<file path="src/rtl/toy_cpu_sequencer_if.sv">
// Port group between the program loader/controller and the instruction sequencer.
// The master side loads bytes and controls execution; the slave side issues instructions.
interface toy_cpu_sequencer_if #(
    parameter int AW = 3
);
    logic          load_valid;
    logic [7:0]    load_data;
    logic          clear;
    logic          run;
    logic          loop;
    logic          op_valid;
    logic [2:0]    opcode;
    logic [2:0]    src_a;
    logic [2:0]    src_b;
    logic [2:0]    dest;
    logic [7:0]    imm;
    logic          busy;
    logic          full;
    logic [AW:0]   count;

    modport master (
        output load_valid, load_data, clear, run, loop,
        input  op_valid, opcode, src_a, src_b, dest, imm, busy, full, count
    );

    modport slave (
        input  load_valid, load_data, clear, run, loop,
        output op_valid, opcode, src_a, src_b, dest, imm, busy, full, count
    );
endinterface

</file>
<file path="src/rtl/toy_cpu_sequencer.sv">
// Packs 3-byte program entries into a small store and replays them to toy_cpu,
// one instruction per cycle, with optional looping at program end.
module toy_cpu_sequencer #(
    parameter int DEPTH = 8,
    parameter int AW    = 3
) (
    input  logic               clk,
    input  logic               rst,
    toy_cpu_sequencer_if.slave bus
);
    localparam logic [1:0] S_IDLE = 2'd0;
    localparam logic [1:0] S_RUN  = 2'd1;
    localparam logic [1:0] S_HALT = 2'd2;

    // Entry layout: {opcode, src_a, src_b, dest, imm}
    logic [19:0]   mem [DEPTH];

    logic [1:0]    state;
    logic [AW-1:0] pc;
    logic [AW:0]   count;
    logic [1:0]    phase;
    logic [5:0]    byte0_hold;
    logic [5:0]    byte1_hold;

    logic          op_valid_r;
    logic [2:0]    opcode_r, src_a_r, src_b_r, dest_r;
    logic [7:0]    imm_r;

    logic          full;
    logic          issue_en;
    logic [AW-1:0] issue_idx;
    logic          issue_last;
    logic          load_en;
    logic          mem_we;
    logic          unused_low_bits;

    assign full            = (count == (AW+1)'(DEPTH));
    assign unused_low_bits = ^bus.load_data[1:0];

    // run outranks clear and load in IDLE; loading is only possible when idle and not running
    assign issue_en   = ((state == S_IDLE) && bus.run && (count != '0)) ||
                        ((state == S_RUN) && bus.run);
    assign issue_idx  = (state == S_IDLE) ? '0 : pc;
    assign issue_last = ({1'b0, issue_idx} == (count - 1'b1));
    assign load_en    = (state == S_IDLE) && !bus.run && !bus.clear && bus.load_valid && !full;
    assign mem_we     = load_en && (phase == 2'd2);

    always_ff @(posedge clk) begin
        if (mem_we)
            mem[count[AW-1:0]] <= {byte0_hold, byte1_hold, bus.load_data};
    end

    always_ff @(posedge clk or posedge rst) begin
        if (rst) begin
            state      <= S_IDLE;
            pc         <= '0;
            count      <= '0;
            phase      <= 2'd0;
            byte0_hold <= '0;
            byte1_hold <= '0;
            op_valid_r <= 1'b0;
            opcode_r   <= '0;
            src_a_r    <= '0;
            src_b_r    <= '0;
            dest_r     <= '0;
            imm_r      <= '0;
        end else begin
            op_valid_r <= 1'b0;

            if (issue_en) begin
                {opcode_r, src_a_r, src_b_r, dest_r, imm_r} <= mem[issue_idx];
                op_valid_r <= 1'b1;
                if (issue_last) begin
                    if (bus.loop) begin
                        pc    <= '0;
                        state <= S_RUN;
                    end else begin
                        state <= S_HALT;
                    end
                end else begin
                    pc    <= issue_idx + 1'b1;
                    state <= S_RUN;
                end
            end

            case (state)
                S_IDLE: begin
                    if (bus.run) begin
                        phase <= 2'd0;
                    end else if (bus.clear) begin
                        count <= '0;
                        phase <= 2'd0;
                    end else if (load_en) begin
                        case (phase)
                            2'd0: begin
                                byte0_hold <= bus.load_data[7:2];
                                phase      <= 2'd1;
                            end
                            2'd1: begin
                                byte1_hold <= bus.load_data[7:2];
                                phase      <= 2'd2;
                            end
                            default: begin
                                count <= count + 1'b1;
                                phase <= 2'd0;
                            end
                        endcase
                    end
                end
                S_HALT: begin
                    if (!bus.run) begin
                        state <= S_IDLE;
                        pc    <= '0;
                    end
                end
                default: ;
            endcase
        end
    end

    assign bus.op_valid = op_valid_r;
    assign bus.opcode   = opcode_r;
    assign bus.src_a    = src_a_r;
    assign bus.src_b    = src_b_r;
    assign bus.dest     = dest_r;
    assign bus.imm      = imm_r;
    assign bus.busy     = (state != S_IDLE);
    assign bus.full     = full;
    assign bus.count    = count;
endmodule

</file>
<file path="src/flat_wrapper.sv">
// flat-port wrapper written by rule: the top's interface ports become plain ports
module toy_cpu_sequencer_flat 
#(
    parameter int DEPTH = 8,
    parameter int AW    = 3
)
  (clk, rst, bus_load_valid, bus_load_data, bus_clear, bus_run, bus_loop, bus_op_valid, bus_opcode, bus_src_a, bus_src_b, bus_dest, bus_imm, bus_busy, bus_full, bus_count);
  toy_cpu_sequencer_if #(.AW(AW)) bus_i ();
  input  logic clk;
  input  logic rst;
  input wire logic [$bits(bus_i.load_valid)-1:0] bus_load_valid;
  input wire logic [$bits(bus_i.load_data)-1:0] bus_load_data;
  input wire logic [$bits(bus_i.clear)-1:0] bus_clear;
  input wire logic [$bits(bus_i.run)-1:0] bus_run;
  input wire logic [$bits(bus_i.loop)-1:0] bus_loop;
  output wire logic [$bits(bus_i.op_valid)-1:0] bus_op_valid;
  output wire logic [$bits(bus_i.opcode)-1:0] bus_opcode;
  output wire logic [$bits(bus_i.src_a)-1:0] bus_src_a;
  output wire logic [$bits(bus_i.src_b)-1:0] bus_src_b;
  output wire logic [$bits(bus_i.dest)-1:0] bus_dest;
  output wire logic [$bits(bus_i.imm)-1:0] bus_imm;
  output wire logic [$bits(bus_i.busy)-1:0] bus_busy;
  output wire logic [$bits(bus_i.full)-1:0] bus_full;
  output wire logic [$bits(bus_i.count)-1:0] bus_count;
  assign bus_i.load_valid = bus_load_valid;
  assign bus_i.load_data = bus_load_data;
  assign bus_i.clear = bus_clear;
  assign bus_i.run = bus_run;
  assign bus_i.loop = bus_loop;
  assign bus_op_valid = bus_i.op_valid;
  assign bus_opcode = bus_i.opcode;
  assign bus_src_a = bus_i.src_a;
  assign bus_src_b = bus_i.src_b;
  assign bus_dest = bus_i.dest;
  assign bus_imm = bus_i.imm;
  assign bus_busy = bus_i.busy;
  assign bus_full = bus_i.full;
  assign bus_count = bus_i.count;
  toy_cpu_sequencer #(.DEPTH(DEPTH), .AW(AW)) u_core (.clk(clk), .rst(rst), .bus(bus_i));
endmodule
</file>
<file path="config.mk">
export PLATFORM = sky130hd
export DESIGN_NAME = toy_cpu_sequencer_flat
export DESIGN_NICKNAME = d
export VERILOG_FILES = /design/src/rtl/toy_cpu_sequencer_if.sv /design/src/rtl/toy_cpu_sequencer.sv /design/src/flat_wrapper.sv
export SDC_FILE = /design/constraint.sdc
export NUM_CORES = 1
export LEC_CHECK = 0
export ABC_AREA = 1
export BUFFER_PORTS_ARGS = -buffer_cell sky130_fd_sc_hd__buf_2
export CAP_MARGIN = 10
export CORE_MARGIN = 5
export CORE_UTILIZATION = 35
export DETAILED_ROUTE_END_ITERATION = 12
export PLACE_DENSITY = 0.56
export SLEW_MARGIN = 0
export SYNTH_ARGS = -nofsm -noshare
export SYNTH_HDL_FRONTEND = slang
export SYNTH_SLANG_ARGS = --single-unit
</file>
<file path="constraint.sdc">
create_clock -name clk -period 3.8 [get_ports clk]
set_input_delay 0.38 -clock clk [delete_from_list [all_inputs] [get_ports clk]]
set_output_delay 0.38 -clock clk [all_outputs]
set_load 0.05 [all_outputs]
</file>
==> out/results.ini <==
[status]
status=complete, no violations

[worst_setup_path]
crit_path_max_incr_delay_ns=0.78
r2r_cells=9
r2r_end=u_core.mem[1][15]$_DFFE_PP_
r2r_start=u_core.bus.count[1]$_DFFE_PP0P_
end_kind=flop
worstPathCellList=inv_1, ha_1, inv_2, nor2_2, nand2_1, nand2_2, nor3_4, nand3_1, nor2_2
crit_path_start_kind=flop
crit_top_cell=nor2_2
crit_buf_inv=2
worstPathMaxFanout=20
worstSetupPathType=flop to flop
cpLargestDelayFamily=simple AND/OR/NAND/NOR gates
critPathRequiredTime_ns=3.91
cp_slowest_cell=nor2_2
r2r_slack_ns=0.95
crit_arrival_ns=2.96

[cts]
clk_path_buf_depth=3
clock_latency_ns=0.49
numCtsBuffers=21
holdBufCountCts=0
cts_setup_buffers=0
cts_resized=0
h-tree-depth=1
cts_tree=built
cts_root_buf=clkbuf_16
cts_sinks=204
clk_pin_slew_worst_paths_ns=0.06

[synth]
synth_compound_area_share_pct=6.05
syn-instance-count=661
synth_top_family_by_area=simple AND/OR/NAND/NOR gates
syn-num-nets=678
synth.distinct_cells=27
synth.area.mux_share_pct=0
yosysWarnings=0
synthSimpleGateAreaFrac_pct=17.4
syn_avg_cell_area_um2=12.3
synthAdderAreaFrac_pct=0.462
syn-cell-area_mm2=0.00813
ys_ff_latch=204
synth_seq_area_share_pct=72.6
synth-xor-area-share_pct=0

[detailed_routing]
drtIter0Drc=534
routed_wl_um=20200
viasPerCell=5.15
antenna_left=0
wl_per_cell_um=19.6
drc_errors=0
firstDrtPassIters=7
via_count=5294

[die]
die_x_um=162
coreArea_mm2=0.0228
die_y_um=162
io_pins=41
rows=55
initial_core_util_pct=35.7
die_area_mm2=0.0264

[placed_design]
dp_hpwl_um=13000
dp.cells=989
gp_congestion=0.873
io_buffers=40

[final_layout]
fin_nets=716
finalNonFillerCells=1027
layout-drive-gt1-share_pct=16.1
nFillCells=2147
syn2layout_area_growth_pct=15.5
antenna_cells=0

[timing]
hold_viol_final=0
setup_violations=0
min_period_ns=2.85
worst_pin_slew_ns=1.09
fin_setup_tns_ns=0
rsz0062_at_grt=false
slew_violations=0
fmax_ghz=0.351
clock_skew_ns=0.0115
post-route-period-util_pct=75.0
slew-limit-headroom_pct=27.4

[power_and_ir_drop]
p_per_area_mw_per_mm2=783
ir_worst_vdd_mv=0.390
leakage_uw=0.00358
power_uw=7350

[global_route]
grt_pass1_vias=5310
grt_max_degree=45
antenna_found_initial=0
grt_usage_pct=15.4
overflow=0
grt_pass1_wl_um=31600

[hold_path]
holdCritPathClass=primary input to asynchronous set/reset pin

[job]
drv_cap=0

-- layout make-up --
cell class	count	area (µm²)	share of cell area [%]
flip-flops and latches	204	5910	62.9
multi-input cells	395	1990	21.2
clock buffers	32	658	7.01
well taps	313	392	4.17
repair buffers	52	290	3.09
inverters	25	93.8	1.00
clock inverters	6	62.6	0.666
-- per-layer routing --
metal / global-route usage, % / share of wire (%)
met1: 22.0 / 46
met2: 24.6 / 47
met3: 2.40 / 5.0
met4: 4.77 / 2.3
met5: 0 / 0
-- per-stage QoR --
| step | instance area (µm²) | util (%) | hold WS (ns) | setup WS (ns) |
|---|---|---|---|---|
| finish | 9390 | 41.2 | 0.140 | 0.949 |
| global route | 9390 | 41.2 | 0.219 | 0.694 |
| CTS | 9390 | 41.2 | 0.166 | 0.915 |
| detailed placement | 8670 | 38.1 | 0.464 | 0.927 |
| global placement | 8670 | 38.1 | 0.463 | 1.09 |
| floorplan | 8130 | - | 0.479 | 0.179 |
-- logic make-up (layout without fill, tap and decap cells) --
family                     count (synthesis)  count (layout)
AOI/OAI and AO/OA                         64              64
buffers and inverters                     62             115
adders and majority gates                  3               3
DFF                                      204             204
and+or+nand+nor                          328             328
-- Yosys cell counts, drive strengths merged --
cell type | instances | area share (%)
dfrtp | 44 | 14
a31oi | 1 | 0.26
o21ai | 18 | 1.2
buf | 28 | 1.9
edfxtp | 160 | 59
a21oi | 4 | 0.25
o221ai | 40 | 4.3
nand3 | 92 | 5.7
ha | 3 | 0.46
clkbuf | 9 | 0.42
nand2 | 208 | 9.9
nor3 | 9 | 0.69
o22ai | 1 | 0.077
inv | 25 | 1.2
nor2 | 19 | 1.1
-- state kept, by name, summed over array words and instances (netlist names) --
name / flops
u_core.bus.count: 4
u_core.state: 2
u_core.byte1_hold: 6
u_core.bus.src_b: 3
u_core.bus.src_a: 3
u_core.bus.opcode: 3
u_core.bus.dest: 3
u_core.byte0_hold: 6
u_core.mem: 160
u_core.phase: 2
u_core.bus.imm: 8
u_core.pc: 3
u_core.bus.op_valid: 1
-- worst max-delay path by stage --
stage                                                from                     endpoint  cells after the start
after floorplan           u_core.bus.count[0]$_DFFE_PP0P_   u_core.mem[2][0]$_DFFE_PP_                      9
after global placement    u_core.bus.count[1]$_DFFE_PP0P_   u_core.mem[1][0]$_DFFE_PP_                      9
after detailed placement  u_core.bus.count[1]$_DFFE_PP0P_   u_core.mem[1][2]$_DFFE_PP_                      9
after CTS                 u_core.bus.count[1]$_DFFE_PP0P_  u_core.mem[1][15]$_DFFE_PP_                      9
after global routing      u_core.bus.count[1]$_DFFE_PP0P_  u_core.mem[1][15]$_DFFE_PP_                      9
final                     u_core.bus.count[1]$_DFFE_PP0P_  u_core.mem[1][15]$_DFFE_PP_                      9
-- layout by cell type (no fill, tap or decap), drive strengths merged --
cell / Yosys / routed
nand2: 208 / 208
edfxtp: 160 / 160
nand3: 92 / 92
buf: 28 / 52
dfrtp: 44 / 44
o221ai: 40 / 40
clkbuf: 9 / 32
inv: 25 / 26
nor2: 19 / 19
o21ai: 18 / 18
nor3: 9 / 9
a21oi: 4 / 4
ha: 3 / 3
clkinv: 0 / 3
a31oi: 1 / 1
o22ai: 1 / 1
clkinvlp: 0 / 1
bufinv: 0 / 1
-- power breakdown --
group	internal, µW	leakage, µW	total, µW	switching (µW)
clock network	1260	0.000351	2080	814
logic	589	0.00122	2340	1750
registers	2690	0.00202	2930	247
Power figures use the tool's default switching activity.
